`src/rtl/scr_base_l3_bk_req_tx_pkg.sv`:
```
// Shared types and constants for the L3 bank request transmitter.
package scr_base_l3_bk_pkg;

    localparam int SCR_L3_BK_FLIT_W       = 128;
    localparam int SCR_L3_BK_REQ_CRDT_MAX = 4;
    localparam int SCR_L3_BK_CRDT_W       = 4;

    typedef logic [SCR_L3_BK_FLIT_W-1:0] scr_l3_bk_flit_t;

    typedef enum logic [1:0] {
        IDLE  = 2'd0,
        SEND  = 2'd1,
        STALL = 2'd2
    } scr_l3_bk_tx_state_e;

endpackage

```
`src/rtl/scr_base_l3_bk_req_tx_if.sv`:
```
// Upstream valid/ready, downstream credit/launch and status signals of the request transmitter.
interface scr_base_l3_bk_req_tx_if
    import scr_base_l3_bk_pkg::*;
#(
    parameter int FLIT_W = SCR_L3_BK_FLIT_W
);
    logic                        req_val_i;
    logic [FLIT_W-1:0]           req_flit_i;
    logic                        req_rdy_o;
    logic                        req_out_val_o;
    logic [FLIT_W-1:0]           req_out_flit_o;
    logic                        req_out_crdt_i;
    logic [SCR_L3_BK_CRDT_W-1:0] crdt_cnt_o;
    logic                        idle_o;
    logic                        crdt_err_o;

    modport master (
        output req_val_i, req_flit_i, req_out_crdt_i,
        input  req_rdy_o, req_out_val_o, req_out_flit_o, crdt_cnt_o, idle_o, crdt_err_o
    );

    modport slave (
        input  req_val_i, req_flit_i, req_out_crdt_i,
        output req_rdy_o, req_out_val_o, req_out_flit_o, crdt_cnt_o, idle_o, crdt_err_o
    );

endinterface

```
`src/rtl/scr_base_l3_bk_req_tx_sync_fifo.sv`:
```
// Synchronous FIFO with extra-MSB pointers; full/empty come from the MSB compare.
module scr_base_l3_sync_fifo #(
    parameter int WIDTH = 8,
    parameter int DEPTH = 2
) (
    input  logic                       clk,
    input  logic                       rst,
    input  logic                       i_push,
    input  logic [WIDTH-1:0]           i_data,
    input  logic                       i_pop,
    output logic [WIDTH-1:0]           o_data,
    output logic                       o_full,
    output logic                       o_empty,
    output logic [$clog2(DEPTH):0]     o_count
);
    localparam int AW = $clog2(DEPTH);

    logic [WIDTH-1:0] r_mem [DEPTH];
    logic [AW:0]      r_wptr;
    logic [AW:0]      r_rptr;

    assign o_empty = (r_wptr == r_rptr);
    assign o_full  = (r_wptr[AW] != r_rptr[AW]) && (r_wptr[AW-1:0] == r_rptr[AW-1:0]);
    assign o_count = r_wptr - r_rptr;
    assign o_data  = r_mem[r_rptr[AW-1:0]];

    always_ff @(posedge clk or posedge rst) begin
        if (rst) begin
            r_wptr <= '0;
            r_rptr <= '0;
        end else begin
            if (i_push && !o_full) begin
                r_wptr <= r_wptr + 1'b1;
            end
            if (i_pop && !o_empty) begin
                r_rptr <= r_rptr + 1'b1;
            end
        end
    end

    // Storage is not reset; the pointers alone define which entries are live.
    always_ff @(posedge clk) begin
        if (i_push && !o_full) begin
            r_mem[r_wptr[AW-1:0]] <= i_data;
        end
    end

endmodule

```
`src/rtl/scr_base_l3_bk_req_tx.sv`:
```
// Credit-based request transmitter feeding the L3 bank request queue.
// Optional credit-overflow checking is enabled by defining SCR_L3_BK_REQ_TX_CRDT_CHK_EN.
module scr_base_l3_bk_req_tx
    import scr_base_l3_bk_pkg::*;
#(
    parameter int FLIT_W     = SCR_L3_BK_FLIT_W,
    parameter int CRDT_MAX   = SCR_L3_BK_REQ_CRDT_MAX,
    parameter int SKID_DEPTH = 2
) (
    input  logic                    clk,
    input  logic                    rst,
    scr_base_l3_bk_req_tx_if.slave  bus
);
    localparam int                 AW          = $clog2(SKID_DEPTH);
    localparam int                 CW          = SCR_L3_BK_CRDT_W;
    localparam logic [CW-1:0]      LP_CRDT_MAX = CW'(CRDT_MAX);

    scr_l3_bk_tx_state_e r_state;
    scr_l3_bk_tx_state_e w_state_next;

    logic              r_live;
    logic [CW-1:0]     r_crdt;
    logic              r_out_val;
    logic [FLIT_W-1:0] r_out_flit;
    logic              r_idle;

    logic              w_full;
    logic              w_empty;
    logic [FLIT_W-1:0] w_head;
    logic [AW:0]       w_count;
    logic [AW:0]       w_occ_next;
    logic              w_rdy;
    logic              w_accept;
    logic              w_push;
    logic              w_pop;
    logic              w_launch;
    logic              w_overflow;
    logic [FLIT_W-1:0] w_src;
    logic [CW-1:0]     w_crdt_next;

    // r_live keeps ready low until the first clock after reset release.
    assign w_rdy    = r_live && !w_full;
    assign w_accept = bus.req_val_i && w_rdy;

    scr_base_l3_sync_fifo #(
        .WIDTH (FLIT_W),
        .DEPTH (SKID_DEPTH)
    ) u_skid_fifo (
        .clk     (clk),
        .rst     (rst),
        .i_push  (w_push),
        .i_data  (bus.req_flit_i),
        .i_pop   (w_pop),
        .o_data  (w_head),
        .o_full  (w_full),
        .o_empty (w_empty),
        .o_count (w_count)
    );

    // State tracks the FIFO: IDLE = empty, SEND = head waiting with credit, STALL = head waiting without.
    always_comb begin
        w_launch     = 1'b0;
        w_push       = 1'b0;
        w_pop        = 1'b0;
        w_src        = w_head;
        w_overflow   = 1'b0;
        w_crdt_next  = r_crdt;
        w_occ_next   = w_count;
        w_state_next = r_state;

        case (r_state)
            IDLE: begin
                if (w_accept) begin
                    if (r_crdt != '0) begin
                        w_launch = 1'b1;
                        w_src    = bus.req_flit_i;
                    end else begin
                        w_push = 1'b1;
                    end
                end
            end
            SEND: begin
                w_launch = 1'b1;
                w_pop    = 1'b1;
                w_push   = w_accept;
            end
            STALL: begin
                w_push = w_accept;
            end
            default: begin
                w_push = 1'b0;
            end
        endcase

        w_overflow = bus.req_out_crdt_i && !w_launch && (r_crdt == LP_CRDT_MAX);
        if (!w_overflow) begin
            w_crdt_next = r_crdt + CW'(bus.req_out_crdt_i) - CW'(w_launch);
        end

        w_occ_next = w_count + (AW+1)'(w_push) - (AW+1)'(w_pop);
        if (w_occ_next == '0) begin
            w_state_next = IDLE;
        end else if (w_crdt_next != '0) begin
            w_state_next = SEND;
        end else begin
            w_state_next = STALL;
        end
    end

    always_ff @(posedge clk or posedge rst) begin
        if (rst) begin
            r_live     <= 1'b0;
            r_state    <= IDLE;
            r_crdt     <= LP_CRDT_MAX;
            r_out_val  <= 1'b0;
            r_out_flit <= '0;
            r_idle     <= 1'b1;
        end else begin
            r_live    <= 1'b1;
            r_state   <= w_state_next;
            r_crdt    <= w_crdt_next;
            r_out_val <= w_launch;
            if (w_launch) begin
                r_out_flit <= w_src;
            end
            r_idle <= (r_state == IDLE) && !r_out_val && (r_crdt == LP_CRDT_MAX);
        end
    end

    assign bus.req_rdy_o      = w_rdy;
    assign bus.req_out_val_o  = r_out_val;
    assign bus.req_out_flit_o = r_out_flit;
    assign bus.crdt_cnt_o     = r_crdt;
    assign bus.idle_o         = r_idle;

`ifdef SCR_L3_BK_REQ_TX_CRDT_CHK_EN
    logic r_crdt_err;

    always_ff @(posedge clk or posedge rst) begin
        if (rst) begin
            r_crdt_err <= 1'b0;
        end else if (w_overflow) begin
            r_crdt_err <= 1'b1;
        end
    end

    assign bus.crdt_err_o = r_crdt_err;

    a_no_crdt_overflow: assert property (@(posedge clk) disable iff (rst) !w_overflow);
    a_val_held_until_rdy: assert property (@(posedge clk) disable iff (rst)
        (bus.req_val_i && !w_rdy) |=> bus.req_val_i);
`else
    assign bus.crdt_err_o = 1'b0;
`endif

endmodule

```
`src/flat_wrapper.sv`:
```
// flat-port wrapper written by rule: the top's interface ports become plain ports
module scr_base_l3_bk_req_tx_flat import scr_base_l3_bk_pkg::*;
#(
    parameter int FLIT_W     = SCR_L3_BK_FLIT_W,
    parameter int CRDT_MAX   = SCR_L3_BK_REQ_CRDT_MAX,
    parameter int SKID_DEPTH = 2
)
  (clk, rst, bus_req_val_i, bus_req_flit_i, bus_req_out_crdt_i, bus_req_rdy_o, bus_req_out_val_o, bus_req_out_flit_o, bus_crdt_cnt_o, bus_idle_o, bus_crdt_err_o);
  scr_base_l3_bk_req_tx_if #(.FLIT_W(FLIT_W)) bus_i ();
  input  logic clk;
  input  logic rst;
  input wire logic [$bits(bus_i.req_val_i)-1:0] bus_req_val_i;
  input wire logic [$bits(bus_i.req_flit_i)-1:0] bus_req_flit_i;
  input wire logic [$bits(bus_i.req_out_crdt_i)-1:0] bus_req_out_crdt_i;
  output wire logic [$bits(bus_i.req_rdy_o)-1:0] bus_req_rdy_o;
  output wire logic [$bits(bus_i.req_out_val_o)-1:0] bus_req_out_val_o;
  output wire logic [$bits(bus_i.req_out_flit_o)-1:0] bus_req_out_flit_o;
  output wire logic [$bits(bus_i.crdt_cnt_o)-1:0] bus_crdt_cnt_o;
  output wire logic [$bits(bus_i.idle_o)-1:0] bus_idle_o;
  output wire logic [$bits(bus_i.crdt_err_o)-1:0] bus_crdt_err_o;
  assign bus_i.req_val_i = bus_req_val_i;
  assign bus_i.req_flit_i = bus_req_flit_i;
  assign bus_i.req_out_crdt_i = bus_req_out_crdt_i;
  assign bus_req_rdy_o = bus_i.req_rdy_o;
  assign bus_req_out_val_o = bus_i.req_out_val_o;
  assign bus_req_out_flit_o = bus_i.req_out_flit_o;
  assign bus_crdt_cnt_o = bus_i.crdt_cnt_o;
  assign bus_idle_o = bus_i.idle_o;
  assign bus_crdt_err_o = bus_i.crdt_err_o;
  scr_base_l3_bk_req_tx #(.FLIT_W(FLIT_W), .CRDT_MAX(CRDT_MAX), .SKID_DEPTH(SKID_DEPTH)) u_core (.clk(clk), .rst(rst), .bus(bus_i));
endmodule
```
`config.mk`:
```
export PLATFORM = sky130hd
export DESIGN_NAME = scr_base_l3_bk_req_tx_flat
export DESIGN_NICKNAME = d
export VERILOG_FILES = /design/src/rtl/scr_base_l3_bk_req_tx_pkg.sv /design/src/rtl/scr_base_l3_bk_req_tx_if.sv /design/src/rtl/scr_base_l3_bk_req_tx_sync_fifo.sv /design/src/rtl/scr_base_l3_bk_req_tx.sv /design/src/flat_wrapper.sv
export SDC_FILE = /design/constraint.sdc
export NUM_CORES = 1
export LEC_CHECK = 0
export CORE_MARGIN = 3
export CORE_UTILIZATION = 40
export CTS_CLUSTER_SIZE = 30
export DETAILED_ROUTE_END_ITERATION = 8
export GPL_ROUTABILITY_DRIVEN = 0
export SYNTH_ARGS = -nofsm -noshare
export SYNTH_HDL_FRONTEND = slang
export SYNTH_SLANG_ARGS = --single-unit
```
`constraint.sdc`:
```
create_clock -name clk -period 10.5 [get_ports clk]
set_input_delay 2.1 -clock clk [delete_from_list [all_inputs] [get_ports clk]]
set_output_delay 2.1 -clock clk [all_outputs]
set_load 0.005 [all_outputs]
```
# Word level (Yosys, flattened, before mapping)
# Memory sizes are Yosys's and may differ from the RTL's.
# Index checks and enable logic that the tools add are counted.
# totals
register_bits,141
mem_bits_rw,256
input_bits,132
output_inout_bits,136
mem_count,1
# mem_list
name,words,word_bits,read_ports,rd_clocked_by_memory_dff,wr,line_no,source
u_core.u_skid_fifo.r_mem,2,128,1,0,1,scr_base_l3_bk_req_tx_sync_fifo.sv:18,logic [WIDTH-1:0] r_mem [DEPTH];
# classes
addsub,7
eq_ne,6
mux,15
n_reduce_logical,18
# ops
op,count
$mux 128,3
$logic_and 1x1->1,9
$reduce_bool 4->1,2
$mux 1,7
$add 2x1->2 const B,2
$add 4x1->4,1
$eq 4x3->1 const B,1
$logic_not 1->1,4
$logic_not 2->1,2
$mux 2,2
$mux 4,1
$pmux 1 s2,2
$sub 4x1->4,1
$add 2x1->2,1
$eq 2x1->1 const B,1
$eq 2x2->1,1
$eq 2x2->1 const B,1
$reduce_or 2->1,1
$sub 2x1->2,1
$sub 2x2->2,1
$eq 1x1->1,1
$ne 1x1->1,1

# Depth between registers and ports, before layout
# Gate-level depths: netlist of the first run.
# logic_depth
depth_word,14
depth_mapped,15
depth_no_buf,13

# Modules after synthesis
# A second synthesis of the first run with hierarchy kept.
# hier_totals
hier_cells,1051
hier_area_um2,16927.5
# modules_own_cells
module,n_inst,cells_each,area_per_inst_um2,seq_area_each_um2
scr_base_l3_sync_fifo,1,425,9516.6,7787.5
scr_base_l3_bk_req_tx,1,626,7410.9,3430.8

# Least setup slack after synthesis of the first run
# No wires, ideal clock.
# synth_path
kind,input to register
start,in bus_req_val_i
end,mem u_core.u_skid_fifo.r_mem[1][0] (netlist bit) (enable)
setup_ns,0.620
t_arrival_ns,7.756
path_slack_ns,2.124
cell_stages,2
n_path_buf,0
cell_sequence,nand4bb_1 > nor2_1
# synth_between
elab_chain_len,6
# synth_lines
item,line_no,source
from (decl),flat_wrapper.sv:12,input wire logic [$bits(bus_i.req_val_i)-1:0] bus_req_val_i;
$logic_and 1x1->1 (*),scr_base_l3_bk_req_tx.sv:43,assign w_accept = bus.req_val_i && w_rdy;
$mux 1,scr_base_l3_bk_req_tx.sv:73,if (w_accept) begin
$pmux 1 s2 (*),scr_base_l3_bk_req_tx.sv:71,case (r_state)
$logic_and 1x1->1 (*),scr_base_l3_bk_req_tx_sync_fifo.sv:43,if (i_push && !o_full) begin
$mux 1 (*),scr_base_l3_bk_req_tx_sync_fifo.sv:43,
$mux 1 (implied by the code) (*),scr_base_l3_bk_req_tx_sync_fifo.sv:44,r_mem[r_wptr[AW-1:0]] <= i_data;
to (decl),scr_base_l3_bk_req_tx_sync_fifo.sv:18,
# Every way passes the cells marked *; elsewhere a longest branch is shown, timed or not.

# Final worst setup path of the first run
# layout_path
start,in bus_req_val_i
end,reg u_core.r_state[1]
# layout_between
elab_chain_len,10
word_cells_on_any_way,16
classes_between,add/sub (3); mux (7); reduce/logical (6)
# layout_lines
item,line_no,source
$logic_and 1x1->1 (*),scr_base_l3_bk_req_tx.sv:43,
$mux 1 (*),scr_base_l3_bk_req_tx.sv:73,
$pmux 1 s2 (*),scr_base_l3_bk_req_tx.sv:71,
net u_core.w_launch,scr_base_l3_bk_req_tx.sv:36,logic w_launch;
"parallel branches: the longest is 3 deep, another holds $sub 4x1->4",n/a,
$mux 4 (*),scr_base_l3_bk_req_tx.sv:96,if (!w_overflow) begin
$reduce_bool 4->1 (*),scr_base_l3_bk_req_tx.sv:103,end else if (w_crdt_next != '0) begin
$mux 2 (*),scr_base_l3_bk_req_tx.sv:103,
$mux 2 (*),scr_base_l3_bk_req_tx.sv:101,if (w_occ_next == '0) begin
net u_core.w_state_next[1],scr_base_l3_bk_req_tx.sv:19,scr_l3_bk_tx_state_e w_state_next;
to (signal assigned),scr_base_l3_bk_req_tx.sv:120,r_state <= w_state_next;
to (decl),scr_base_l3_bk_req_tx.sv:18,scr_l3_bk_tx_state_e r_state;
# Mark *: on every way through the listed nets, which the timed path passes.
# A chain may end at the register's enable or synchronous reset.

==> results of run 1 <==
## where the power goes
group,internal (mW),switching (mW)
combinational,0.928,0.880
clock,0.906,0.584
sequential,2.13,0.278
## cell usage after synthesis
library cell / number
sky130_fd_sc_hd__buf_1: 11
sky130_fd_sc_hd__or4b_1: 1
sky130_fd_sc_hd__nand2b_1: 1
sky130_fd_sc_hd__mux2_2: 1
sky130_fd_sc_hd__xnor2_1: 5
sky130_fd_sc_hd__nand2_1: 257
sky130_fd_sc_hd__or3b_2: 1
sky130_fd_sc_hd__conb_1: 2
sky130_fd_sc_hd__o21ai_0: 259
sky130_fd_sc_hd__nor3b_1: 3
sky130_fd_sc_hd__nor2b_1: 2
sky130_fd_sc_hd__a31oi_1: 1
sky130_fd_sc_hd__xor2_1: 2
sky130_fd_sc_hd__dfrtp_1: 139
sky130_fd_sc_hd__ha_1: 10
sky130_fd_sc_hd__a211oi_4: 1
sky130_fd_sc_hd__nand4bb_1: 1
sky130_fd_sc_hd__dfstp_2: 2
sky130_fd_sc_hd__a21boi_0: 1
sky130_fd_sc_hd__o41ai_2: 1
sky130_fd_sc_hd__buf_6: 1
sky130_fd_sc_hd__mux2i_1: 128
sky130_fd_sc_hd__inv_1: 12
sky130_fd_sc_hd__nand3_1: 1
sky130_fd_sc_hd__edfxtp_1: 256
sky130_fd_sc_hd__a21oi_1: 5
sky130_fd_sc_hd__nor2_1: 7
sky130_fd_sc_hd__fa_1: 2
sky130_fd_sc_hd__or2_2: 1
sky130_fd_sc_hd__clkbuf_1: 36
sky130_fd_sc_hd__nor2b_2: 1
sky130_fd_sc_hd__xor2_2: 1
sky130_fd_sc_hd__a21o_1: 1
sky130_fd_sc_hd__buf_2: 25
sky130_fd_sc_hd__buf_4: 1
## logic make-up (layout without fill, tap and decap cells)
kind of cell	count (synthesis)	count (layout)	synth area share [%]
AO/OA/AOI/OAI	269	269	8.85
XOR/XNOR	8	8	0.498
adder cells (fa/ha/maj)	12	12	1.06
buffers and inverters	86	367	2.34
flip-flops	397	397	72.0
multiplexers	129	129	8.29
other	2	2	0.0482
AND/OR/NAND/NOR	276	276	6.94
## worst max-delay path: cells and delay by family
family / cells / cell delay, ps
buffers and inverters: 4 / 1210
adder cells (fa/ha/maj): 3 / 820
AO/OA/AOI/OAI: 2 / 590
AND/OR/NAND/NOR: 3 / 530
XOR/XNOR: 1 / 180
## through the flow
step	cell area [µm²]	worst slack, ps	instances	total power [mW]
detailed placement	18700	4750	1892	4.28
CTS	20100	5330	1971	5.79
global route	20100	5150	1971	6.08
floorplan	15600	2120	1179	3.36
global placement	18700	4880	1892	4.24
finish	20100	5520	1971	5.70
## registers in the layout (all words and copies together), names as in the netlist
name / count
u_core.u_skid_fifo.r_rptr: 2
u_core.u_skid_fifo.r_mem: 256
u_core.u_skid_fifo.r_wptr: 2
u_core.r_state: 2
u_core.r_live: 1
u_core.bus.idle_o: 1
u_core.bus.req_out_val_o: 1
u_core.bus.req_out_flit_o: 128
u_core.bus.crdt_cnt_o: 4
## worst max-delay path by stage
| stage | from | end | depth (start not counted) | slack (ps) |
|---|---|---|---|---|
| after floorplan | bus_req_val_i | u_core.u_skid_fifo.r_mem[1][0]$_DFFE_PP_ | 2 | 2120 |
| after global placement | bus_req_val_i | u_core.r_state[1]$_DFF_PP0_ | 13 | 4880 |
| after detailed placement | bus_req_val_i | u_core.r_state[1]$_DFF_PP0_ | 13 | 4750 |
| after CTS | bus_req_val_i | u_core.r_state[1]$_DFF_PP0_ | 13 | 5330 |
| after global routing | bus_req_val_i | u_core.r_state[1]$_DFF_PP0_ | 13 | 5150 |
| final | bus_req_val_i | u_core.r_state[1]$_DFF_PP0_ | 13 | 5520 |
## layer usage
layer  share of wire [%]  up-vias  GRT usage (%)
li1                    -     4687              -
met1                  45     4592           24.0
met2                  47      257           27.0
met3                 5.5       43           3.11
met4                 1.8        2           4.94
met5               0.034        -              0
## layout make-up
| type | instances | area, µm² |
|---|---|---|
| repair buffers | 276 | 2750 |
| multi-input cells | 696 | 4030 |
| well taps | 511 | 639 |
| clock buffers | 64 | 1230 |
| clock inverters | 15 | 173 |
| inverters | 12 | 50.0 |
| fillers | 3274 | 17900 |
| flip-flops and latches | 397 | 11200 |
==> summary.txt, run 1 <==
Floorplan
  – Top-level I/O count: 268
  – Die Area: 41400 µm²
  – Die span in y: 203 µm
  – Starting density of the core: 41.0%
  – Die width: 203 µm
  – Total number of placement rows: 71
  – Area inside the core boundary: 38000 µm²

Worst setup path
  – Reg-to-reg startpoint: u_core.u_skid_fifo.r_rptr[0]$_DFFE_PP0P_
  – Type of element launching the critical path: primary input
  – Max Fanout on Critical Path: 259
  – Cell breakdown of the critical path: clkdlybuf4s50_1 > nand3_1 > a211oi_4 > buf_12 > or2_2 > ha_1 > inv_1 > ha_1 > inv_1 > fa_1 > xnor2_1 > o41ai_2 > nor2b_1
  – Reg2reg path depth: 12
  – Kind of critical path: in -> reg
  – Crit end category: register
  – R2r setup slk: 6150 ps
  – Worst flop-to-flop path endpoint: u_core.r_state[1]$_DFF_PP0_
  – Data required, critical path: 10970 ps
  – Library cell contributing the largest single delay on the critical path: sky130_fd_sc_hd__buf_12
  – Critical Path Max Stage Delay: 590 ps
  – Arrival @ worst endpoint: 5460 ps

Logic synthesis
  – Cell area after synthesis: 15600 µm²
  – Number of nets in the synthesized netlist: 1323
  – Share of the yosys chip area belonging to registers: 72.0%
  – Mapped Avg Cell Area: 13.2 µm²
  – Distinct cell type count after synthesis: 35
  – Gate Count Post-Synth: 1179
  – Synth Register Bits: 397
  – Yosys warnings: 0
  – Proportion of netlist area held by the largest area contributor: 49.3%
  – Cell type with the largest total area after synthesis: sky130_fd_sc_hd__edfxtp_1
  – Top cells by area, synth: sky130_fd_sc_hd__edfxtp_1, sky130_fd_sc_hd__dfrtp_1, sky130_fd_sc_hd__o21ai_0, sky130_fd_sc_hd__mux2i_1, sky130_fd_sc_hd__nand2_1

GRT
  – Pin count of the biggest net entering global routing: 260
  – First-pass GRT wire length: 55500 µm
  – Number of global-route vias before repair: 9796
  – Number of antenna violations at the first check in global routing: 1
  – Global router's overall resource usage: 17.0%
  – Remaining Overflow, GRT: 0

Drt
  – Routed via count: 9581
  – DR pass1 iterations: 5
  – Wire length reported by the detailed router: 35100 µm
  – DRT antenna net count: 0
  – Post-detailed-route wirelength per cell: 17.8 µm
  – Via density per instance: 4.86
  – DRC marker count from the first detailed-route iteration: 583
  – Number of remaining DRC errors: 0

Power
  – Peak supply drop: 0.171 mV
  – Power density relative to cell area: 284 nW/µm²
  – Leak pwr: 7.39 nW

Timing
  – Worst slew pin tran: 1240 ps
  – Total count of max-transition violations in the final report: 0
  – Final TNS setup: 0 ps
  – Final critical-path share of the clock period: 47.5%
  – Final count of negative-setup-slack endpoints: 0
  – Shortest period the worst path allows: 4980 ps
  – Post-Route Skew: 7.95 ps
  – Maximum frequency from static timing analysis: 201 MHz
  – Post-Route Hold Slack: 459 ps
  – Final hold vios: 0
  – RSZ-0062 raised after global routing: false
  – Max-slew headroom: 17.4%

Clock tree
  – Inserted Clock Buffers: 43
  – CTS Root Buffer Type: sky130_fd_sc_hd__clkbuf_16
  – Clock input transition at the sequential cells of the worst setup and hold paths: 60 ps
  – CTS tree: built
  – Clock sink total: 397
  – Count of buffers added by post-CTS timing repair for setup: 0
  – Gates resized, CTS repair: 0
  – Number of buffers added to fix hold violations after cts: 0
  – Buffers from clock root to sink, at most: 3
  – Deepest level of the CTS H-tree: 2
  – Clk Latency, worst-skew pair: 540 ps

Cells and area
  – Net count of the finished layout: 1570
  – Antenna cells: 0
  – Synthesis-to-layout area growth: 28.9%
  – Top library cells by usage in the layout, fill and taps aside: sky130_fd_sc_hd__clkdlybuf4s50_1, sky130_fd_sc_hd__o21ai_0, sky130_fd_sc_hd__nand2_1, sky130_fd_sc_hd__edfxtp_1, sky130_fd_sc_hd__dfrtp_1
  – Share of final-layout standard cells stronger than drive strength 1: 5.68%
  – Most common cell after layout, fill and taps aside: sky130_fd_sc_hd__clkdlybuf4s50_1
  – Final standard cell utilization of the core: 52.8%

Hold path
  – Hold Path End: u_core.bus.idle_o$_DFF_PP1_
  – Worst hold path startpoint: u_core.bus.req_out_val_o$_DFF_PP0_
  – Worst min path class: reg -> reg
  – Cells on Worst Hold Path: 1

Job
  – Reported max-cap violation count: 0

Placed design
  – Sum of net half-perimeters after detailed placement: 21000 µm
  – Count of buffers inserted at the top-level ports: 266

Run status
  – Result of the run: completed
Note: power is estimated with default switching activity, not from simulation.
==> run 2, diff against run 1 <==
==> constraint.sdc (replaced) <==
create_clock -name clk -period 5.2 [get_ports clk]
set_input_delay 1.04 -clock clk [delete_from_list [all_inputs] [get_ports clk]]
set_output_delay 1.04 -clock clk [all_outputs]
set_load 0.005 [all_outputs]
==> summary.txt, run 2 (same netlist as run 1, synthesis figures left out) <==
Timing
  – Shortest period the worst path allows: 3590 ps
  – Worst slew pin tran: 1100 ps (-137 ps)
  – Total count of max-transition violations in the final report: 0 (unchanged)
  – Max-slew headroom: 26.6% (+9.2 points)
  – RSZ-0062 raised after global routing: false
  – Final critical-path share of the clock period: 69.0%
  – Maximum frequency from static timing analysis: 279 MHz
  – Post-Route Skew: 13.1 ps (+5.14 ps)
  – Final hold vios: 0 (unchanged)
  – Final count of negative-setup-slack endpoints: 0 (unchanged)
  – Final TNS setup: 0 ps (unchanged)

Floorplan
  – Top-level I/O count: 268 (unchanged)
  – Die span in y: 203 µm (unchanged)
  – Die Area: 41400 µm² (unchanged)
  – Total number of placement rows: 71 (unchanged)
  – Starting density of the core: 41.0% (unchanged)
  – Die width: 203 µm (unchanged)
  – Area inside the core boundary: 38000 µm² (unchanged)

Drt
  – DRT antenna net count: 0 (unchanged)
  – Post-detailed-route wirelength per cell: 17.7 µm (-0.52%)
  – DR pass1 iterations: 5 (unchanged)
  – Wire length reported by the detailed router: 34900 µm (-0.52%)
  – Number of remaining DRC errors: 0 (unchanged)
  – DRC marker count from the first detailed-route iteration: 551 (-5.5%)
  – Via density per instance: 4.82 (-0.91%)
  – Routed via count: 9494 (-0.91%)

GRT
  – Number of antenna violations at the first check in global routing: 1 (unchanged)
  – Pin count of the biggest net entering global routing: 259 (-0.38%)
  – Global router's overall resource usage: 16.9% (-0.10 points)
  – First-pass GRT wire length: 55300 µm (-0.37%)
  – Remaining Overflow, GRT: 0 (unchanged)
  – Number of global-route vias before repair: 9617 (-1.8%)

Power
  – Leak pwr: 7.41 nW (+0.31%)
  – Power density relative to cell area: 574 nW/µm² (+100%)
  – Peak supply drop: 0.351 mV (+110%)

Worst setup path
  – Kind of critical path: reg -> out
  – R2r setup slk: 1920 ps (-4230 ps)
  – Max Fanout on Critical Path: 36 (-86%)
  – Reg2reg path depth: 11 (-1)
  – Reg-to-reg startpoint: u_core.u_skid_fifo.r_rptr[0]$_DFFE_PP0P_
  – Setup crit start: u_core.u_skid_fifo.r_rptr[0]$_DFFE_PP0P_
  – Termination of the worst setup path: bus_req_rdy_o
  – Type of element launching the critical path: register
  – Worst flop-to-flop path endpoint: u_core.r_state[1]$_DFF_PP0_
  – Crit end category: output pin
  – Data required, critical path: 4160 ps (-6810 ps)
  – Arrival @ worst endpoint: 2550 ps (-2910 ps)

Clock tree
  – Clock input transition at the sequential cells of the worst setup and hold paths: 60 ps (about the same)
  – Buffers from clock root to sink, at most: 3 (unchanged)
  – Deepest level of the CTS H-tree: 2 (unchanged)
  – Count of buffers added by post-CTS timing repair for setup: 0 (unchanged)
  – Inserted Clock Buffers: 43 (unchanged)
  – Gates resized, CTS repair: 0 (unchanged)
  – CTS tree: built
  – Clk Latency, worst-skew pair: 550 ps (about the same)
  – CTS Root Buffer Type: sky130_fd_sc_hd__clkbuf_16
  – Clock sink total: 397 (unchanged)
  – Number of buffers added to fix hold violations after cts: 0 (unchanged)

Cells and area
  – Max reg flops: 256 (unchanged)
  – Net count of the finished layout: 1570 (unchanged)
  – Most common cell after layout, fill and taps aside: sky130_fd_sc_hd__clkdlybuf4s50_1
  – Share of final-layout standard cells stronger than drive strength 1: 6.23% (+0.55 points)
  – Antenna cells: 0 (unchanged)
  – Top library cells by usage in the layout, fill and taps aside: sky130_fd_sc_hd__clkdlybuf4s50_1, sky130_fd_sc_hd__o21ai_0, sky130_fd_sc_hd__nand2_1, sky130_fd_sc_hd__edfxtp_1, sky130_fd_sc_hd__dfrtp_1
  – Synthesis-to-layout area growth: 29.3%
  – Final standard cell utilization of the core: 53.0% (+0.16 points)

Job
  – Reported max-cap violation count: 0 (unchanged)

Placed design
  – Count of buffers inserted at the top-level ports: 266 (unchanged)
  – Sum of net half-perimeters after detailed placement: 20200 µm (-3.7%)

Run status
  – Result of the run: completed

Hold path
  – Worst min path class: reg -> reg
[run 2: cell count changes in the layout (fill, tap and decap cells not counted), moves of 2 or more]
cell | previous run | this run
sky130_fd_sc_hd__buf_12 | 1 | 3
sky130_fd_sc_hd__clkinv_1 | 4 | 1
sky130_fd_sc_hd__buf_4 | 9 | 7
sky130_fd_sc_hd__clkbuf_1 | 16 | 11
sky130_fd_sc_hd__clkinvlp_4 | 1 | 4
sky130_fd_sc_hd__clkbuf_8 | 3 | 8
[run 2: final cells by class]
type,instances,area (µm²)
sequential,397,11200
multi-input combinational,696,4030
clock buffer,64,1280
tap,511,639
clock inverter,15,159
inverter,12,50.0
fill,3299,17900
timing repair buffer,276,2780
[run 2: power by group]
part	leakage, nW	total [mW]	switching, mW	internal (mW)
Sequential	3.93	4.76	0.467	4.29
Clock	0.697	3.06	1.21	1.85
Combinational	2.78	3.75	1.87	1.88
Total	7.41	11.6	3.55	8.02
[run 2: per-layer routing]
layer / part of all wire [%] / vias up / global-route usage, %
met5: 0.026 / - / 0
met4: 2.0 / 2 / 5.24
met3: 6.3 / 43 / 4.26
met2: 47 / 230 / 26.0
met1: 45 / 4535 / 23.7
li1: - / 4684 / -
[run 2: how the worst min path moves through the flow]
| stage | cells after the start | to | startpoint |
|---|---|---|---|
| 3_5_place_dp | 1 | u_core.bus.idle_o$_DFF_PP1_ | u_core.bus.req_out_val_o$_DFF_PP0_ |
| 5_1_grt | 1 | u_core.bus.idle_o$_DFF_PP1_ | u_core.bus.req_out_val_o$_DFF_PP0_ |
| 3_3_place_gp | 1 | u_core.bus.idle_o$_DFF_PP1_ | u_core.bus.req_out_val_o$_DFF_PP0_ |
| 2_1_floorplan | 1 | u_core.bus.idle_o$_DFF_PP1_ | u_core.bus.req_out_val_o$_DFF_PP0_ |
| 4_1_cts | 1 | u_core.bus.idle_o$_DFF_PP1_ | u_core.bus.req_out_val_o$_DFF_PP0_ |
| 6_report | 1 | u_core.bus.idle_o$_DFF_PP1_ | u_core.bus.req_out_val_o$_DFF_PP0_ |
[run 2: metrics by stage]
stage / worst slack, ps / total power, mW / instances / hold WS (ps) / instance area [µm²]
4_1_cts: 1520 / 11.8 / 1971 / 409 / 20200
3_3_place_gp: 1510 / 8.58 / 1892 / 403 / 18700
6_report: 1610 / 11.6 / 1971 / 409 / 20200
3_5_place_dp: 1450 / 8.64 / 1892 / 400 / 18700
2_1_floorplan: -89.5 / 6.75 / 1179 / 396 / 15600
5_1_grt: 1460 / 12.4 / 1971 / 425 / 20200
[run 2: critical path: stages (launching register included)]
cell and delay, ps:
sky130_fd_sc_hd__dfrtp_4 880, sky130_fd_sc_hd__xnor2_1 240, sky130_fd_sc_hd__a21boi_0 270, sky130_fd_sc_hd__clkdlybuf4s50_1 610
==> run 3, diff against run 2 <==
==> constraint.sdc (replaced) <==
create_clock -name clk -period 3.5 [get_ports clk]
set_input_delay 0.7 -clock clk [delete_from_list [all_inputs] [get_ports clk]]
set_output_delay 0.7 -clock clk [all_outputs]
set_load 0.005 [all_outputs]
==> summary.txt, run 3 (same netlist as run 1, synthesis figures left out) <==
Worst setup path
  – Crit end category: register
  – Cell breakdown of the critical path: inv_2 > ha_4 > nor3b_4 > a211oi_4 > buf_4 > buf_4 > nor2b_2 > o41ai_2 > nor2b_1
  – Critical Path Max Stage Delay: 740 ps (-140 ps)
  – Arrival @ worst endpoint: 3530 ps (+980 ps)
  – Kind of critical path: reg -> reg
  – Worst path bufs/invs: 3 (+2)
  – Max Fanout on Critical Path: 100 (+180%)
  – Data required, critical path: 3970 ps (-190 ps)
  – Cell family with the largest share of critical-path delay: buffers and inverters
  – Type of element launching the critical path: register
  – Library cell appearing most often on the critical path: sky130_fd_sc_hd__buf_4
  – Library cell contributing the largest single delay on the critical path: sky130_fd_sc_hd__buf_4

Timing
  – Shortest period the worst path allows: 3070 ps
  – Worst slew pin tran: 1050 ps (-53.1 ps)
  – Maximum frequency from static timing analysis: 326 MHz
  – Total count of max-transition violations in the final report: 0 (unchanged)
  – Final count of negative-setup-slack endpoints: 0 (unchanged)
  – Post-Route Skew: 11.0 ps (-2.08 ps)
  – Final hold vios: 0 (unchanged)
  – Max-slew headroom: 30.1% (+3.5 points)
  – Final critical-path share of the clock period: 87.6%
  – Post-Route Hold Slack: 397 ps (-11.5 ps)
  – RSZ-0062 raised after global routing: false

Clock tree
  – Count of buffers added by post-CTS timing repair for setup: 0 (unchanged)
  – Clock sink total: 397 (unchanged)
  – CTS tree: built
  – Buffers from clock root to sink, at most: 3 (unchanged)
  – CTS Root Buffer Type: sky130_fd_sc_hd__clkbuf_16
  – Number of buffers added to fix hold violations after cts: 0 (unchanged)
  – Clk Latency, worst-skew pair: 530 ps (-20 ps)
  – Gates resized, CTS repair: 0 (unchanged)
  – Clock input transition at the sequential cells of the worst setup and hold paths: 60 ps (about the same)
  – Inserted Clock Buffers: 43 (unchanged)
  – Deepest level of the CTS H-tree: 2 (unchanged)

Floorplan
  – Die width: 203 µm (unchanged)
  – Area inside the core boundary: 38000 µm² (unchanged)
  – Starting density of the core: 41.0% (unchanged)
  – Die span in y: 203 µm (unchanged)
  – Die Area: 41400 µm² (unchanged)
  – Top-level I/O count: 268 (unchanged)
  – Total number of placement rows: 71 (unchanged)

GRT
  – Remaining Overflow, GRT: 0 (unchanged)
  – GR met3 Demand/Resource: 3.80% (-0.46 points)
  – Global router's overall resource usage: 16.9% (+0.038 points)
  – First-pass GRT wire length: 55800 µm (+0.82%)
  – Number of global-route vias before repair: 9710 (+0.97%)
  – Number of antenna violations at the first check in global routing: 2 (+1)
  – Met1 GRT Util: 23.8% (+0.15 points)
  – Global routing's busiest layer: met2
  – Global routing met2 resource utilization: 26.9% (+0.83 points)
  – Pin count of the biggest net entering global routing: 215 (-17%)

Cells and area
  – Share of final-layout standard cells stronger than drive strength 1: 6.55% (+0.32 points)
  – Net count of the finished layout: 1576 (+0.38%)
  – Max reg flops: 256 (unchanged)
  – Most common cell after layout, fill and taps aside: sky130_fd_sc_hd__clkdlybuf4s50_1
  – Number of fill cells: 3299 (unchanged)
  – Top library cells by usage in the layout, fill and taps aside: sky130_fd_sc_hd__clkdlybuf4s50_1, sky130_fd_sc_hd__o21ai_0, sky130_fd_sc_hd__nand2_1, sky130_fd_sc_hd__edfxtp_1, sky130_fd_sc_hd__dfrtp_1
  – Synthesis-to-layout area growth: 29.9%
  – Number of standard cells in the layout, taps in and fillers out: 1979 (+0.41%)

Drt
  – DR pass1 iterations: 4 (-1)
  – Via density per instance: 4.88 (+1.2%)
  – Wire length reported by the detailed router: 35300 µm (+1.1%)
  – Number of remaining DRC errors: 0 (unchanged)
  – Routed via count: 9649 (+1.6%)
  – DRT antenna net count: 0 (unchanged)
  – Post-detailed-route wirelength per cell: 17.8 µm (+0.69%)
  – DRC marker count from the first detailed-route iteration: 582 (+5.6%)

Power
  – Leak pwr: 7.44 nW (+0.38%)
  – Power density relative to cell area: 849 nW/µm² (+48%)
  – Peak supply drop: 0.571 mV (+63%)

Placed design
  – Sum of net half-perimeters after detailed placement: 21000 µm (+4.3%)
  – Cell count after placement: 1898 (+0.32%)
  – Count of buffers inserted at the top-level ports: 266 (unchanged)

Job
  – Reported max-cap violation count: 0 (unchanged)

Hold path
  – Worst min path class: reg -> reg

Run status
  – Result of the run: completed
run 3: area by class of cell:
cell class	count	area (µm²)	area share (%)
Tap cell	511	639	3.16
Timing Repair Buffer	282	2860	14.1
Antenna cell	2	5.00	0.0247
Sequential cell	397	11200	55.4
Clock inverter	16	191	0.946
Clock buffer	63	1200	5.94
Multi-Input combinational cell	696	4080	20.1
Inverter	12	48.8	0.241
run 3: path summary, 6_finish.rpt:
kind                                               startpoint                                         to  slack (ps)  depth (start not counted)
max                        u_core.bus.crdt_cnt_o[2]$_DFF_PP1_                u_core.r_state[1]$_DFF_PP0_         430                          9
min                        u_core.bus.req_out_val_o$_DFF_PP0_                u_core.bus.idle_o$_DFF_PP1_         400                          1
max reg2reg                u_core.bus.crdt_cnt_o[2]$_DFF_PP1_                u_core.r_state[1]$_DFF_PP0_         430                          9
min reg2reg                u_core.bus.req_out_val_o$_DFF_PP0_                u_core.bus.idle_o$_DFF_PP1_         400                          1
max in group asynchronous                                 rst   u_core.bus.req_out_flit_o[9]$_DFFE_PP0P_        2140                          3
min in group asynchronous                                 rst  u_core.bus.req_out_flit_o[50]$_DFFE_PP0P_         740                          3
run 3: power by group:
group	leakage (nW)	total, mW	internal, mW	switching, mW
clock network	0.683	4.43	2.68	1.74
registers	3.93	6.98	6.37	0.606
logic	2.82	5.77	2.86	2.91
total	7.44	17.2	11.9	5.26
run 3: layer usage:
layer	vias to the layer above	wire (µm)	part of all wire, %
li1	4701	-	-
met1	4665	15900	45
met2	237	16700	47
met3	44	2040	5.8
met4	2	607	1.7
met5	-	9	0.026
run 3: metrics by stage:
stage          TNS (ps)  power, mW  instance area, µm²  util (%)  setup slack (ps)
2_1_floorplan    -16580       10.1               15700         -             -86.3
4_1_cts               0       17.5               20200      53.2               355
6_report              0       17.2               20200      53.2               435
3_3_place_gp          0       12.8               18800      49.6              60.2
5_1_grt               0       18.3               20200      53.2               170
3_5_place_dp          0       12.9               18800      49.6              35.9
run 3: worst register-to-register path, stage by stage (launching register included):
cell and delay [ps]:
sky130_fd_sc_hd__dfstp_2 570, sky130_fd_sc_hd__inv_2 60, sky130_fd_sc_hd__ha_4 150, sky130_fd_sc_hd__nor3b_4 150, sky130_fd_sc_hd__a211oi_4 210, sky130_fd_sc_hd__buf_4 320, sky130_fd_sc_hd__buf_4 740, sky130_fd_sc_hd__nor2b_2 210
sky130_fd_sc_hd__o41ai_2 410, sky130_fd_sc_hd__nor2b_1 160
==> RTL change 1 (settings of run 3) <==
The 3 states of `scr_l3_bk_tx_state_e` get a one-hot encoding in 3 bits.
--- a/src/rtl/scr_base_l3_bk_req_tx_pkg.sv
+++ b/src/rtl/scr_base_l3_bk_req_tx_pkg.sv
@@ -9,6 +9,6 @@
 
-    typedef enum logic [1:0] {
-        IDLE  = 2'd0,
-        SEND  = 2'd1,
-        STALL = 2'd2
+    typedef enum logic [2:0] {
+        IDLE  = 3'b001,
+        SEND  = 3'b010,
+        STALL = 3'b100
     } scr_l3_bk_tx_state_e;
Check against the original RTL: same outputs for any inputs over 4 cycles, from zero or initial values and one cycle with rst high; so few cycles prove little.
==> RTL change 1 against run 3 <==
- sequential share of layout area fell by 0.87 points
- wire length increased by 11%
- die area grew 2.1%
- sequential cell count is 1 higher
- utilization decreased by 0.39 points
- first-iteration DRC count grew 15%
- worst setup slack worse by 0.27 ns
- total power grew 4.4%
- fmax shrank 8.0%
- final area increased by 1.8%
- sequential power fell by 1%
- synthesized area is 2.2% higher
- non-clock buffer count rose by 6
- critical path type unchanged
==> RTL change 1: results (changes against run 3) <==
[status]
outcome=completed

[clocking]
cts_setup_buffers=0  ; unchanged
clk_path_buf_depth=3  ; unchanged
clkSlewWorstSetupHoldPaths_ns=0.06  ; about the same
clk_latency_ns=0.55  ; +0.02 ns
cts_buffers=43  ; unchanged

[route]
wl_um=39320  ; +11%
drt_iter0_drc=670  ; +15%
met3WireLength_um=2640  ; +30%
wl_met2_um=18810  ; +12%
viasPerCell=5.203  ; +6.7%
dr.max_layer_used=met5
wl_met1_um=17130  ; +7.8%

[critical_path]
crit_family=adder cells
crit_path_top_delay_cell=dfstp_2
critPathMaxFanout=5  ; -95%
arrival_ns=3.77  ; +0.24 ns
slowest_delay_ns=0.57  ; -0.17 ns

[grt]
grt_antenna_before_repair=4  ; +2
grt_pass1_vias=10630  ; +9.4%
grt_first_pass_wirelength_um=61380  ; +10%
grt_overflow=0  ; unchanged
grt_util_all_layers=0.1869  ; +0.01788
grt_max_degree=217  ; +0.93%

[synthesis]
synth.avg_cell_area_um2=13.24  ; +0.14%
async_flop_share=0.3568  ; +0.001620
synth-edff-count=256  ; unchanged
ys_top_cells_by_area=edfxtp_1 (48%), dfrtp_1 (22%), mux2i_1 (8.0%)
synth_fp_nets=1344  ; +1.6%
ys_seq_area_frac=0.7060  ; -0.01373
synthDistinctLibCells=40  ; +14%
yosys-top-cells-count=edfxtp_1 (256), dfrtp_1 (139), nor2_1 (132)

[cells_and_area]
finalNetCount=1588  ; +0.76%
regArea_um2=11250  ; +0.23%
final_cells=1999  ; +1.0%
nFillCells=3359  ; +1.8%
largest_reg_flops=256  ; unchanged
drive_above_1_share=0.06959  ; +0.004110

[sta]
skew_ns=0.008518  ; -0.002491 ns
worst_pin_slew_ns=1.074  ; +0.02583 ns

[placed_design]
place_area_um2=19210  ; +1.9%
place_inst=1920  ; +1.2%
hpwl_um=22150  ; +5.2%

[pwr]
irDropWorstVdd_uv=883.4  ; +55%
p_leak_nw=7.553  ; +1.5%

[RTL change 1: changes by cell type in the layout (fill, tap and decap cells not counted), sizes merged, moves of 3 or more]
cell / before / now
nand2: 257 / 6
o21ai: 259 / 133
nand3: 1 / 131
and3: 0 / 3
nor2: 7 / 132
a21oi: 5 / 130
buf: 16 / 22
ha: 10 / 7
[RTL change 1: area by class of cell]
cell class | instances | area share
clock buffer | 64 | 0.06100
tap | 518 | 0.03144
multi-input combinational | 706 | 0.2058
timing repair buffer | 288 | 0.1469
clock inverter | 14 | 0.007041
sequential | 398 | 0.5457
antenna | 1 | 0.0001214
inverter | 10 | 0.002003
[RTL change 1: worst paths after layout]
check	from	slack, ns	cells past startpoint	end
worst min-delay path	u_core.bus.req_out_val_o$_DFF_PP0_	0.43	1	u_core.bus.idle_o$_DFF_PP1_
worst max-delay path	u_core.bus.crdt_cnt_o[2]$_DFF_PP1_	0.17	14	u_core.r_state[1]$_DFF_PP0_
worst min register to register	u_core.bus.req_out_val_o$_DFF_PP0_	0.43	1	u_core.bus.idle_o$_DFF_PP1_
max in group asynchronous	rst	2.11	3	u_core.bus.req_out_flit_o[6]$_DFFE_PP0P_
min in group asynchronous	rst	0.61	2	u_core.bus.req_out_flit_o[85]$_DFFE_PP0P_
worst max register to register	u_core.bus.crdt_cnt_o[2]$_DFF_PP1_	0.17	14	u_core.r_state[1]$_DFF_PP0_
[RTL change 1: metrics by stage]
step / setup WS [ns] / util
after floorplan: -0.08872 / -
after global placement: -0.06380 / 0.4924
after detailed placement: -0.1659 / 0.4924
after CTS: 0.07995 / 0.5284
after global routing: 0.03185 / 0.5285
final: 0.1679 / 0.5285
[RTL change 1: what timing repair did]
item,4_1_cts,5_1_grt
gates resized for setup,0,1
hold buffers,0,0
endpoints found under the setup margin,0,1
[RTL change 1: per-layer routing]
layer | vias to the layer above | GRT usage
met5 | - | 0
li1 | 4896 | -
met1 | 5125 | 0.2537
met3 | 59 | 0.04667
met4 | 6 | 0.04515
met2 | 314 | 0.3039
[RTL change 1: cell families (layout without fill, tap and decap cells)]
kind of cell / after synthesis / after routing / synth area share
buffers and inverters: 99 / 376 / 0.03071
flip-flops: 398 / 398 / 0.7060
adder cells (fa/ha/maj): 9 / 9 / 0.008012
XOR/XNOR: 8 / 8 / 0.004871
AO/OA/AOI/OAI: 273 / 273 / 0.08767
multiplexers: 129 / 129 / 0.08138
AND/OR/NAND/NOR: 285 / 285 / 0.08091
other: 2 / 3 / 0.0004715
[RTL change 1: report_power, final]
group          internal [mW]  switching (mW)  leakage, nW
logic                   3.16            3.42         2.82
clock network           2.70            1.75        0.692
registers               6.32           0.584         4.04
==> RTL change 2 (config.mk and constraints of run 3) <==
Without the edit above. `SKID_DEPTH` is set to 2 in 2 places; all go to 4.
--- a/src/rtl/scr_base_l3_bk_req_tx.sv
+++ b/src/rtl/scr_base_l3_bk_req_tx.sv
@@ -7,3 +7,3 @@
     parameter int CRDT_MAX   = SCR_L3_BK_REQ_CRDT_MAX,
-    parameter int SKID_DEPTH = 2
+    parameter int SKID_DEPTH = 4
 ) (
--- a/src/flat_wrapper.sv
+++ b/src/flat_wrapper.sv
@@ -5,3 +5,3 @@
     parameter int CRDT_MAX   = SCR_L3_BK_REQ_CRDT_MAX,
-    parameter int SKID_DEPTH = 2
+    parameter int SKID_DEPTH = 4
 )
Function: same outputs for any inputs over 4 cycles, from zero or initial values and one cycle with rst high; that may be too few to reach the edited logic, so the function may still have changed.
==> RTL change 2 against run 3 <==
- synthesized area rose by 64%
- sequential cell count rose by 258
- wire length rose by 72%
- total power rose by 58%
- global-route usage rose by 1.4 points
- final cell count rose by 29%
- final area rose by 59%
- worst setup slack got worse by 0.33 ns
- critical path type unchanged
- largest cell class unchanged
==> RTL change 2: results (changes against run 3) <==
[grt]
grt_first_pass_wirelength_um=92670  ; +66%
grt_pass1_vias=14830  ; +53%
grt_max_degree=132  ; -39%
grt_util_all_layers=0.1827  ; +0.01371

[synthesis]
synth_adder_area_share=0.01018  ; -0.0004145
synth-edff-count=512  ; +100%
async_flop_share=0.2183  ; -0.1368
ys_top_cells_by_area=edfxtp_1 (60%), dfrtp_1 (14%), mux4_2 (11%)
synth_fp_nets=1499  ; +13%
synth-compound-area-share=0.03005  ; -0.05840
synthDistinctLibCells=43  ; +23%
synth.avg_cell_area_um2=18.96  ; +43%
netlist.area_leader.share=0.6015  ; +0.1083
yosys-top-cells-count=edfxtp_1 (512), dfrtp_1 (141), o21ai_1 (130)

[sta]
skew_ns=0.02275  ; +0.01174 ns
slew_headroom=0.2804  ; -0.02103
hold_ws_ns=0.4089  ; +0.01172 ns

[placed_design]
place_inst=2417  ; +27%
place_area_um2=29630  ; +57%
hpwl_um=32560  ; +55%
dpl_worst_slack_ns=-0.4544  ; -0.4903 ns

[cells_and_area]
finalNetCount=1801  ; +14%
final_cells=2557  ; +29%
nFillCells=5102  ; +55%
largest_reg_flops=512  ; +100%
utilization=0.5083  ; -0.02405

[clocking]
cts_buffers=71  ; +65%
clk_latency_ns=0.60  ; +0.07 ns

[route]
wl_um=60740  ; +72%
dr_total_vias=13610  ; +41%
drt_pass1_iterations=5  ; +1
drt_iter0_drc=919  ; +58%

[status]
outcome=completed

[critical_path]
arrival_ns=3.87  ; +0.34 ns
timing.rr.end=u_core.r_state[0]$_DFF_PP0_
crit_path_top_delay_cell=dfrtp_4
critPathLaunch=u_core.u_skid_fifo.r_rptr[1]$_DFFE_PP0P_
crit_family=adder cells
critPathMaxFanout=3  ; -97%

[pwr]
irDropWorstVdd_uv=774.3  ; +36%

==> RTL change 2: cell count changes in the layout (fill, tap and decap cells not counted), moves of 128 or more <==
cell	run 3	this run
edfxtp_1	256	512
mux4_2	0	128
o21ai_1	0	130
nand3_1	1	129
o21ai_0	259	0
nand2_1	257	1
==> RTL change 2: area by class of cell <==
class | count | share of cell area
well taps | 846 | 0.03295
multi-input cells | 590 | 0.1968
repair buffers | 316 | 0.1035
diodes | 4 | 0.0003116
inverters | 16 | 0.001986
clock buffers | 102 | 0.06302
flip-flops and latches | 655 | 0.5904
clock inverters | 28 | 0.01102
==> RTL change 2: timing repair <==
item	in CTS	in global routing
pin swaps	2	6
resized for setup	3	9
setup buffers	1	5
cloned	0	0
endpoints found under the setup margin	2	2
hold buffers	0	0
==> RTL change 2: layer usage <==
layer,global-route usage,wire (um),vias to the layer above
li1,-,-,6007
met1,0.2388,25500,7181
met5,0,27,-
met2,0.3117,30650,352
met3,0.03831,3561,63
met4,0.04933,1000,4
==> RTL change 2: power by group through the flow <==
stage          Sequential [mW]  Clock, mW  Combinational, mW
6_report                  10.8       7.59               8.86
5_1_grt                   10.9       8.12               9.64
4_1_cts                   10.8       7.77               8.90
3_5_place_dp              10.9          0               8.86
3_3_place_gp              10.9          0               8.73
2_1_floorplan             10.8          0               5.06
==> RTL change 2: how the worst max path moves through the flow <==
stage / to / slack [ns]
finish: u_core.r_state[0]$_DFF_PP0_ / 0.10
global route: u_core.r_state[0]$_DFF_PP0_ / -0.04
CTS: u_core.r_state[0]$_DFF_PP0_ / 0.004
detailed placement: u_core.r_state[0]$_DFF_PP0_ / -0.45
global placement: u_core.r_state[0]$_DFF_PP0_ / -0.25
floorplan: u_core.u_skid_fifo.r_mem[3][0]$_DFFE_PP_ / -2.03
